### config.mk
export PLATFORM = sky130hd
export DESIGN_NAME = program_loader
export DESIGN_NICKNAME = d
export VERILOG_FILES = /design/src/rtl/program_loader.sv
export SDC_FILE = /design/constraint.sdc
export NUM_CORES = 1
export LEC_CHECK = 0
export BUFFER_PORTS_ARGS = -buffer_cell sky130_fd_sc_hd__clkbuf_2
export CORE_MARGIN = 3
export CORE_UTILIZATION = 55
export CTS_CLUSTER_SIZE = 30
export DETAILED_ROUTE_END_ITERATION = 8
export PLACE_DENSITY = 0.78
export REMOVE_ABC_BUFFERS = 1
export SETUP_SLACK_MARGIN = 0.1
export SLEW_MARGIN = 30
export SYNTH_ARGS = -nofsm -noshare
export SYNTH_HDL_FRONTEND = slang
export SYNTH_SLANG_ARGS = --single-unit
### constraint.sdc
create_clock -name clock_i -period 3 [get_ports clock_i]
set_clock_uncertainty 0.05 [all_clocks]
set_input_delay 0.15 -clock clock_i [delete_from_list [all_inputs] [get_ports clock_i]]
set_output_delay 0.15 -clock clock_i [all_outputs]
set_load 0.02 [all_outputs]
### src/rtl/program_loader.sv
// program_loader
//
// Boot-time loader that sits between a serial byte receiver and the
// instruction memory of the single-cycle core. It parses a framed image,
// assembles little-endian 32-bit words and writes them to memory. It holds
// the core in reset until the checksum of the whole image has been verified.
//
// Frame: N[7:0], N[15:8], N*4 payload bytes (LSB first per word), then one
// checksum byte equal to the XOR of all payload bytes.
//
// Ports
//   clock_i         system clock
//   reset_i         synchronous active-high reset
//   byte_valid_i    byte_data_i holds a byte
//   byte_data_i     stream byte
//   byte_ready_o    loader accepts a byte this cycle
//   imem_wr_en_o    one-cycle instruction memory write strobe
//   imem_wr_addr_o  byte address of the word being written
//   imem_wr_data_o  instruction word
//   core_reset_o    core reset; released only after a verified image
//   done_o          image verified, core running
//   error_o         load failed (sticky until reset_i)
//   words_loaded_o  words written so far
module program_loader #(
  parameter int unsigned MEM_WORDS = 256,
  parameter logic [31:0] ADDR_BASE = 32'h0000_0000
) (
  input  logic        clock_i,
  input  logic        reset_i,
  input  logic        byte_valid_i,
  input  logic [7:0]  byte_data_i,
  output logic        byte_ready_o,
  output logic        imem_wr_en_o,
  output logic [31:0] imem_wr_addr_o,
  output logic [31:0] imem_wr_data_o,
  output logic        core_reset_o,
  output logic        done_o,
  output logic        error_o,
  output logic [15:0] words_loaded_o
);

  typedef enum logic [2:0] {
    S_HDR_LO,
    S_HDR_HI,
    S_DATA,
    S_CHECK,
    S_RUN,
    S_ERROR
  } state_t;

  // One bit wider than the header count so that MEM_WORDS = 65536 still
  // compares correctly.
  localparam logic [16:0] MAX_N = 17'(MEM_WORDS);

  state_t      state_q, state_d;
  logic [15:0] count_q, count_d;
  logic [1:0]  byte_idx_q, byte_idx_d;
  logic [23:0] word_q, word_d;
  logic [7:0]  csum_q, csum_d;
  logic [15:0] words_q, words_d;
  logic        wr_en_q, wr_en_d;
  logic [31:0] wr_addr_q, wr_addr_d;
  logic [31:0] wr_data_q, wr_data_d;
  logic        ready_q, ready_d;
  logic        core_rst_q, core_rst_d;
  logic        done_q, done_d;
  logic        error_q, error_d;
  logic        accept;
  logic [15:0] n_hdr;

  // ready_q is a registered copy of "state is a loading state", so it is
  // the exact handshake qualifier for the current state.
  assign accept = byte_valid_i && ready_q;

  always_comb begin
    state_d    = state_q;
    count_d    = count_q;
    byte_idx_d = byte_idx_q;
    word_d     = word_q;
    csum_d     = csum_q;
    words_d    = words_q;
    wr_en_d    = 1'b0;
    wr_addr_d  = wr_addr_q;
    wr_data_d  = wr_data_q;
    n_hdr      = {byte_data_i, count_q[7:0]};

    if (accept) begin
      case (state_q)
        S_HDR_LO: begin
          count_d[7:0] = byte_data_i;
          state_d      = S_HDR_HI;
        end
        S_HDR_HI: begin
          count_d = n_hdr;
          if ({1'b0, n_hdr} > MAX_N) begin
            state_d = S_ERROR;
          end else if (n_hdr == 16'd0) begin
            state_d = S_CHECK;
          end else begin
            state_d = S_DATA;
          end
        end
        S_DATA: begin
          csum_d = csum_q ^ byte_data_i;
          if (byte_idx_q == 2'd3) begin
            // Top byte completes the word; the lower three are in word_q.
            wr_en_d    = 1'b1;
            wr_data_d  = {byte_data_i, word_q};
            wr_addr_d  = ADDR_BASE + {14'd0, words_q, 2'b00};
            words_d    = words_q + 16'd1;
            byte_idx_d = 2'd0;
            if ((words_q + 16'd1) == count_q) begin
              state_d = S_CHECK;
            end
          end else begin
            case (byte_idx_q)
              2'd0:    word_d[7:0]   = byte_data_i;
              2'd1:    word_d[15:8]  = byte_data_i;
              default: word_d[23:16] = byte_data_i;
            endcase
            byte_idx_d = byte_idx_q + 2'd1;
          end
        end
        S_CHECK: begin
          state_d = (byte_data_i == csum_q) ? S_RUN : S_ERROR;
        end
        default: begin
          // RUN and ERROR are terminal; ready_q is low there anyway.
        end
      endcase
    end

    // Status outputs are registered from the next state so they change in
    // the same cycle as the state itself.
    ready_d    = (state_d != S_RUN) && (state_d != S_ERROR);
    core_rst_d = (state_d != S_RUN);
    done_d     = (state_d == S_RUN);
    error_d    = (state_d == S_ERROR);
  end

  always_ff @(posedge clock_i) begin
    if (reset_i) begin
      state_q    <= S_HDR_LO;
      count_q    <= '0;
      byte_idx_q <= '0;
      word_q     <= '0;
      csum_q     <= '0;
      words_q    <= '0;
      wr_en_q    <= 1'b0;
      wr_addr_q  <= '0;
      wr_data_q  <= '0;
      ready_q    <= 1'b1;
      core_rst_q <= 1'b1;
      done_q     <= 1'b0;
      error_q    <= 1'b0;
    end else begin
      state_q    <= state_d;
      count_q    <= count_d;
      byte_idx_q <= byte_idx_d;
      word_q     <= word_d;
      csum_q     <= csum_d;
      words_q    <= words_d;
      wr_en_q    <= wr_en_d;
      wr_addr_q  <= wr_addr_d;
      wr_data_q  <= wr_data_d;
      ready_q    <= ready_d;
      core_rst_q <= core_rst_d;
      done_q     <= done_d;
      error_q    <= error_d;
    end
  end

  assign byte_ready_o   = ready_q;
  assign imem_wr_en_o   = wr_en_q;
  assign imem_wr_addr_o = wr_addr_q;
  assign imem_wr_data_o = wr_data_q;
  assign core_reset_o   = core_rst_q;
  assign done_o         = done_q;
  assign error_o        = error_q;
  assign words_loaded_o = words_q;

endmodule

==> results, run 1 <==
- The synthesized design contains 122 register bits.
- The data arrival time of the worst path is between 2 and 3 ns.
- The layout filler cell count is 763.
- Counting flops with a built-in enable in the synthesized netlist gives 0.
- The setup violation total in the final timing report is 0.
- The maximum net fanout on the critical path is 8.
- The number of antenna diodes in the final layout is 0.
- The chip width is 104 um.
- Compared with the post-synthesis result, the final layout area differs by 19.9%.
- In the routed design, unresolved DRC markers number 0.
- OpenSTA, run right after detailed placement, puts the worst setup slack at 0.468 ns.
- After floorplanning, the core was sized to cover 0.00928 mm2.
- The path type of the worst setup path is reg -> reg.
- The peak supply drop is 371 uV.
- The floorplan has 35 rows.
- The maximum clock frequency is ~380 MHz.
- The number of cells produced by synthesis is 642.
- The biggest cell delay along the critical path is 0.50 ns.
- The synthesized design spends more area on one cell type than any other, namely dfxtp_1.
- The cell sitting at the root of the clock tree is a clkbuf_8.
- The number of antenna-violating nets in the routed design is 0.
- Data on the critical path is required at its endpoint by between 3 and 4 ns.
- The via count of the first global-routing pass came to 4,332.
- The first-pass GRT wire length is 20,600 um.
- The area of the multi-input gates is around 0.0026 mm2.
- In the final layout, the share of cells above drive strength 1 is 0.178.
- The clock net in this run drives a total of between 100 and 150 sinks.
- The die covers around 0.011 mm2.
- The post-synthesis area per instance is 8.21 um2.
- For this run, the total global-route usage over all layers was measured as 0.230.
- The number of gates resized after CTS was 0.
- By instance count, the leading cell after synthesis is nand2_1.
- At the end of routability-driven placement, the weighted congestion stood at 0.924.
- The post-layout minimum cycle time is 2.60 ns.
- TritonCTS built the clock tree.
- TritonCTS created 17 clock buffers.
- The buffer depth of the longest clock path is 2.
- The initial utilization of the core area, before any placement, comes to 0.568.
- The commonest cells after synthesis are nand2_1 (144), dfxtp_1 (122), a21oi_1 (80), nor2_1 (61), clkbuf_1 (38).
- Summed over all cells, the static leakage comes to 0.00248 uW.
- In the synthesized netlist the dominant register cell turns out to be dfxtp_1.
- The number of warnings printed during yosys synthesis is 0.
- The later pin in the worst-skew pair is clocked with a latency of 0.52 ns.
- The slew at the pin closest to its max-slew limit is 0.598 ns.
- The final number of max-transition violations is 0.
- After the first detailed-routing iteration, the DRC count stood at 318.
- In the routed layout, each cell is associated on average with a via count of 5.30.
- The fraction of synthesized cell area taken by the top area cell type is 0.463.
- In the post-synthesis netlist, the biggest area contributors are dfxtp_1 (46%), nand2_1 (10%), a21oi_1 (7.6%), mux2i_1 (4.6%), xor2_1 (4.5%).
- After routing, the total negative slack on setup checks comes to 0 ns.
- The worst-path cell with the longest stage delay is dfxtp_1.
- The startpoint kind of the worst setup timing path is a flop.
- The type of element capturing the critical path is a flop.
- The classification of the worst-slack hold path is in -> reg.
- The power density over cell area is 622 mW/mm2.
- The routed wire length is 12,200 um.
- The sequential-to-total area share from yosys stat is 0.463.
- The number of hold-slack violations in the final timing report is 0.
- The distinct cell type count of the synthesized netlist is 41.
- Dividing the detail-routed wire length by the instance count gives 14.4 um.
- The count of boundary I/O pins is 96.
- Walking the worst path, the cells encountered are ha_1 -> nand3_1 -> nor3_1 -> xor2_1 -> nor3_1 -> a31oi_1 -> o41a_1 -> o21ba_1.
- The clock slew seen by the registers of the worst setup and hold paths is 0.06 ns.
- The total of max-cap violations is 0.
- The total power is 3930 uW.
- The area occupied by registers is 0.00244 mm2.
- The number of antenna violations at the first check in global routing is 0.
- Together, buffers and inverters on the worst path number 0.
- The proportion of register bits with asynchronous set or reset after synthesis is 0.
- The worst max-slew margin expressed relative to the limit is 0.602.
- The quantity of I/O buffers inserted on ports is 79.
- The H-tree generated during clock tree synthesis spans 4 levels.
- Once detailed placement completed, the half-perimeter wirelength came to 8070 um.
- Setup repair after global routing left no endpoint under its margin.
- The category of cells accounting for the largest share of critical-path delay is simple AND/OR/NAND/NOR gates.
- The mapped cell area is about 0.0053 mm2.
- The residual overflow from global routing is 0.
- Dividing the final minimum period by the clock period gives 0.867.
- The cell type with the highest occurrence count on the critical path is nor3_1.
- The setup slack of the critical path after layout is around 0.4 ns.
- The pin count of the biggest net entering global routing is 48.
- For this run, the post-layout net count is roughly 720.
- The via count is 4,490.
- In this run the vertical extent of the chip is 104 um.
- The first TritonRoute pass finished after 4 iterations.
- The flow ran to the end, and the final reports show no timing, DRC or antenna violations.
[area by class of cell]
cell class | instances | area share
multi-input combinational | 469 | 0.407
inverter | 3 | 0.00178
sequential | 122 | 0.386
timing repair buffer | 92 | 0.0823
clock buffer | 20 | 0.0721
tap | 129 | 0.0255
clock inverter | 12 | 0.0253
[final timing paths]
path	startpoint	to	slack, ns	cells after the start
min reg2reg	word_q[1]	imem_wr_data_o[1]	0.40	2
max	words_loaded_o[0]	done_o	0.40	8
max reg2reg	words_loaded_o[0]	done_o	0.40	8
min	byte_data_i[0]	imem_wr_data_o[24]	0.008	3
[what timing repair did]
action                                 in CTS  in global routing
setup endpoints to repair                   0                  0
hold buffers                                5                  0
buffers inserted                            0                  0
endpoints found under the hold margin      34                  0
[flip-flops by register name, indices dropped and copies added, names as in the netlist]
name	flops
done_o	1
error_o	1
word_q	24
byte_ready_o	1
state_q	3
words_loaded_o	16
imem_wr_en_o	1
count_q	16
imem_wr_data_o	32
core_reset_o	1
imem_wr_addr_o	16
byte_idx_q	2
csum_q	8
[cells by family after synthesis]
logic type	synth area share
and+or+nand+nor	0.227
DFF	0.463
xor gates and xnor gates	0.0831
muxes	0.0477
AOI/OAI and AO/OA	0.105
other	0.000711
buffers and inverters	0.0610
adders and majority gates	0.0119
[report_power, final]
part	switching [uW]	internal (uW)
registers	21.7	1640
clock network	743	1340
logic	123	60.5
total	888	3040
[layout by cell type (no fill, tap or decap), drive strengths merged, types with 8 or more instances in the layout]
cell	Yosys	routed
a21oi	80	80
buf	25	9
clkbuf	38	98
conb	1	16
dfxtp	122	122
mux2i	24	24
nand2	145	145
nand3	18	18
nor2	61	61
nor3	11	11
nor4	8	8
o21ai	12	12
xnor2	23	23
xor2	27	27
[worst register-to-register path, cell delays in order, from the launching register on]
cell and delay, ns:
dfxtp_1 0.50, ha_1 0.29, nand3_1 0.28, nor3_1 0.32, xor2_1 0.13, nor3_1 0.18
a31oi_1 0.07, o41a_1 0.49, o21ba_1 0.19
[per-layer routing]
layer / vias to the layer above / track usage / wire (um)
li1: 2221 / - / -
met1: 2103 / 0.285 / 5480
met2: 136 / 0.383 / 5880
met3: 30 / 0.0552 / 605
met4: 0 / 0.0988 / 245
met5: - / 0 / 0
[through the flow]
step / instance area [um2] / hold WS (ns) / instances / util
2_1_floorplan: 5020 / 0.169 / 594 / -
3_3_place_gp: 5660 / 0.390 / 810 / 0.609
3_5_place_dp: 5660 / 0.397 / 810 / 0.609
4_1_cts: 6320 / 0.00270 / 847 / 0.681
5_1_grt: 6320 / 0.0242 / 847 / 0.681
6_report: 6320 / 0.00828 / 847 / 0.681
(Power assumes the default switching activity.)
==> run 2, diff against run 1 <==
--- a/config.mk
+++ b/config.mk
@@ -5,10 +5,11 @@
 export SDC_FILE = /design/constraint.sdc
 export NUM_CORES = 1
 export LEC_CHECK = 0
+export ABC_AREA = 1
 export BUFFER_PORTS_ARGS = -buffer_cell sky130_fd_sc_hd__clkbuf_2
-export CORE_MARGIN = 3
+export CORE_MARGIN = 4
 export CORE_UTILIZATION = 55
-export CTS_CLUSTER_SIZE = 30
+export CTS_CLUSTER_SIZE = 40
 export DETAILED_ROUTE_END_ITERATION = 8
 export PLACE_DENSITY = 0.78
 export REMOVE_ABC_BUFFERS = 1
==> run 2 against run 1 <==
Die area is 4.0% higher. Clock-buffer cell count is 3 lower. First-iteration DRC count is 3.8% higher. Cell count is 8.1% higher. Sequential power is 3% higher. Register-to-register slack better by 0.31 ns. Utilization is 0.49 points lower. Combinational power is 67% higher. Power is 1.2% lower. Maximum frequency is 13% higher. Critical path type unchanged. Highest routed layer unchanged.
==> results, run 2 <==
- The flow ran to the end, and the final reports show no timing, DRC or antenna violations.
- The number of hold-slack violations in the final timing report is 0.
- The biggest area contributor in the post-synthesis netlist is dfxtp_1.
- The path type of the worst setup path is reg -> reg.
- The global-route usage over all layers is 0.239.
- Yosys printed 0 warnings.
- The critical path launch point is state_q[1].
- The iteration-0 DRC count of the detailed router is 330.
- The first-pass detailed-route iteration total is 5.
- The clock reaches the later pin of the worst-skew pair after 0.53 ns.
- The initial utilization of the core area, before any placement, comes to 0.568.
- The worst max-slew margin expressed relative to the limit is 0.526.
- Setup total negative slack on the finished layout was measured at 0 ns.
- In this run the remaining antenna-violating nets after routing total 0.
- In the finished design, the share of the clock period the worst path needs comes to 0.765.
- The number of cells produced by synthesis is 697.
- The number of enable flip-flop cells after synthesis is 0.
- The count of boundary I/O pins is 96.
- At the end of the flow, the number of nets in the layout was 790.
- At the end of routability-driven placement, the weighted congestion stood at 0.856.
- The worst register-to-register path has a depth of 9.
- The total number of H-tree levels is 4.
- In the final layout, the share of cells above drive strength 1 is 0.173.
- The count of cells along the worst hold path is 4.
- Ranked by total cell area, the synthesized netlist is headed by dfxtp_1 (46%), o21ai_0 (10%), a21oi_1 (7.8%), nor2_1 (6.4%), nand2_1 (5.8%).
- Leaving out fill and tap cells, the most frequent cells in the layout are dfxtp_1 (122), o21ai_0 (108), nor2_1 (90).
- Dividing the detail-routed wire length by the instance count gives 14.2 um.
- In this run the critical register-to-register path is launched from state_q[1].
- The placed wire-length estimate after detailed placement is 8520 um.
- Leaving out fill and tap cells, the most frequent cell in the layout is dfxtp_1.
- The antenna diode count is 0.
- The final number of max-transition violations is 0.
- The post-place instance area is 0.00564 mm2.
- The setup violation total in the final timing report is 0.
- The data arrival time of the worst path is 2.64 ns.
- For this design the ratio of total power to cell area is 619 mW/mm2.
- The first-pass GRT wire length is 21,900 um.
- Across all hold checks on the routed design, the worst slack comes to 0.123 ns.
- The peak supply drop is 322 uV.
- For this design the static power due to leakage is 0.00292 uW.
- The average vias per placed instance is 5.41.
- The DRC violations left is 0.
- The vertical die dimension is 106 um.
- The register with the most flip-flops in the layout has 32 of them.
- The area of the die is around 0.011 mm2.
- The area growth from synthesis to layout is 18.9%.
- The multi-input combinational cells in the finished layout cover a total of 0.00237 mm2.
- The total of max-cap violations is 0.
- The core box area is around 0.0093 mm2.
- TritonCTS built the clock tree.
- Of the post-synthesis cell area, the dominant cell type holds 0.463.
- The routed wire length is 13,000 um.
- Row generation in the floorplan step produced 35 rows.
- The area occupied by registers is 0.00244 mm2.
- The count of state elements after synthesis is 122.
- For this run, the top clock speed supported by timing is 436 MHz.
- Along the worst path, the maximum fanout reaches 42.
- For this run, the leading register cell type out of synthesis is dfxtp_1.
- The mapped cell area is 0.00528 mm2.
- The critical hold path startpoint is byte_valid_i.
- The finished cells cover between 0.006 and 0.007 mm2.
- The sequential-to-total area share from yosys stat is 0.463.
- STA classifies the critical path startpoint as a flop.
- The distinct cell type count of the synthesized netlist is 30.
- Clock-pin slew was measured on the worst setup and hold paths at 0.06 ns.
- The chip width is 106 um.
- STA classifies the critical path endpoint as a flop.
- The longest clock path from root to sink contains 2 buffers.
- The number of antenna violations at the first check in global routing is 0.
- The most frequently used cell type in the post-synthesis netlist is dfxtp_1.
- The post-layout minimum cycle time is 2.29 ns.
- In the synthesized netlist the async set-or-reset flop fraction comes to 0.
- Setup repair after global routing left no endpoint under its margin.
- STA puts the critical path data required time at 3.34 ns.
- The residual overflow from global routing is 0.
- In this run the tool buffered the top-level ports with 79 buffer cells.
- Once the clock tree was built, the setup fixing pass inserted 0 buffers.
- Clock tree synthesis selected as its root buffer the cell clkbuf_8.
- A synthesized cell averages 7.57 um2.
- The via count of the first global-routing pass is 4,798.
- The TritonCTS buffer count is 17.
- By count the netlist is led by dfxtp_1 (122), o21ai_0 (108), nor2_1 (90), a21oi_1 (82), nand2_1 (82).
- The detailed router placed 4,960 vias in this run.
- The endpoint identified for the worst register-to-register timing path is words_loaded_o[3].
- Counting the fill cells in the layout gives 799.
- The classification of the worst-slack hold path is in -> reg.
- The end point of the worst hold path is csum_q[6].
- The setup slack on the worst flop-to-flop path is 0.71 ns.
- The count of clock tree sinks is about 120.
- The pin count of the biggest net entering global routing is 70.
- For the pin with the worst max-slew slack, the measured transition is 0.710 ns.
[run 2: stage by stage]
step	total power, uW	worst slack (ns)	util	cells
4_1_cts	3890	0.738	0.676	916
2_1_floorplan	1950	0.697	-	665
3_5_place_dp	2030	0.796	0.608	875
6_report	3880	0.706	0.676	916
5_1_grt	4030	0.473	0.676	916
3_3_place_gp	2020	0.869	0.608	875
[run 2: what timing repair did]
item,CTS,global route
resized for setup,0,0
hold buffers,9,0
endpoints found under the hold margin,19,0
[run 2: cells by family after synthesis]
group                    Yosys count  share of synthesized area
AO/OA/AOI/OAI                    199                      0.192
XOR/XNOR                          10                     0.0166
adder cells (fa/ha/maj)            5                     0.0119
buffers and inverters            110                     0.0991
flip-flops                       122                      0.463
other                              1                   0.000711
AND/OR/NAND/NOR                  250                      0.217
[run 2: how the worst max path moves through the flow]
stage | endpoint | cells after the start
finish | words_loaded_o[3] | 9
global route | words_loaded_o[0] | 10
CTS | words_loaded_o[7] | 10
detailed placement | words_loaded_o[3] | 9
global placement | words_loaded_o[0] | 10
floorplan | words_loaded_o[3] | 7
[run 2: worst max-delay path: stages (launching register included)]
cell and delay (ns):
dfxtp_1 0.39, inv_1 0.07, nor3_2 0.17, inv_2 0.10, nor2_8 0.21, inv_2 0.15
nor2_8 0.29, inv_2 0.36, o21ai_0 0.31, a21oi_1 0.06
[run 2: final cells by class]
type	instances	area share
Sequential cell	122	0.389
Multi-Input combinational cell	480	0.377
Timing Repair Buffer	90	0.0837
Clock buffer	17	0.0660
Inverter	63	0.0377
Tap cell	129	0.0257
Clock inverter	15	0.0205
[run 2: layer usage]
metal	up-vias	wire length [um]	global-route usage
met5	-	0	0
met4	0	228	0.0851
met3	26	823	0.0546
met2	193	6440	0.418
met1	2297	5550	0.287
li1	2444	-	-
[run 2: power breakdown]
group	leakage [uW]	internal, uW	switching (uW)	total [uW]
sequential	0.000987	1680	34.7	1710
clock	0.000255	1040	825	1870
combinational	0.00168	96.7	209	305
total	0.00292	2810	1070	3880
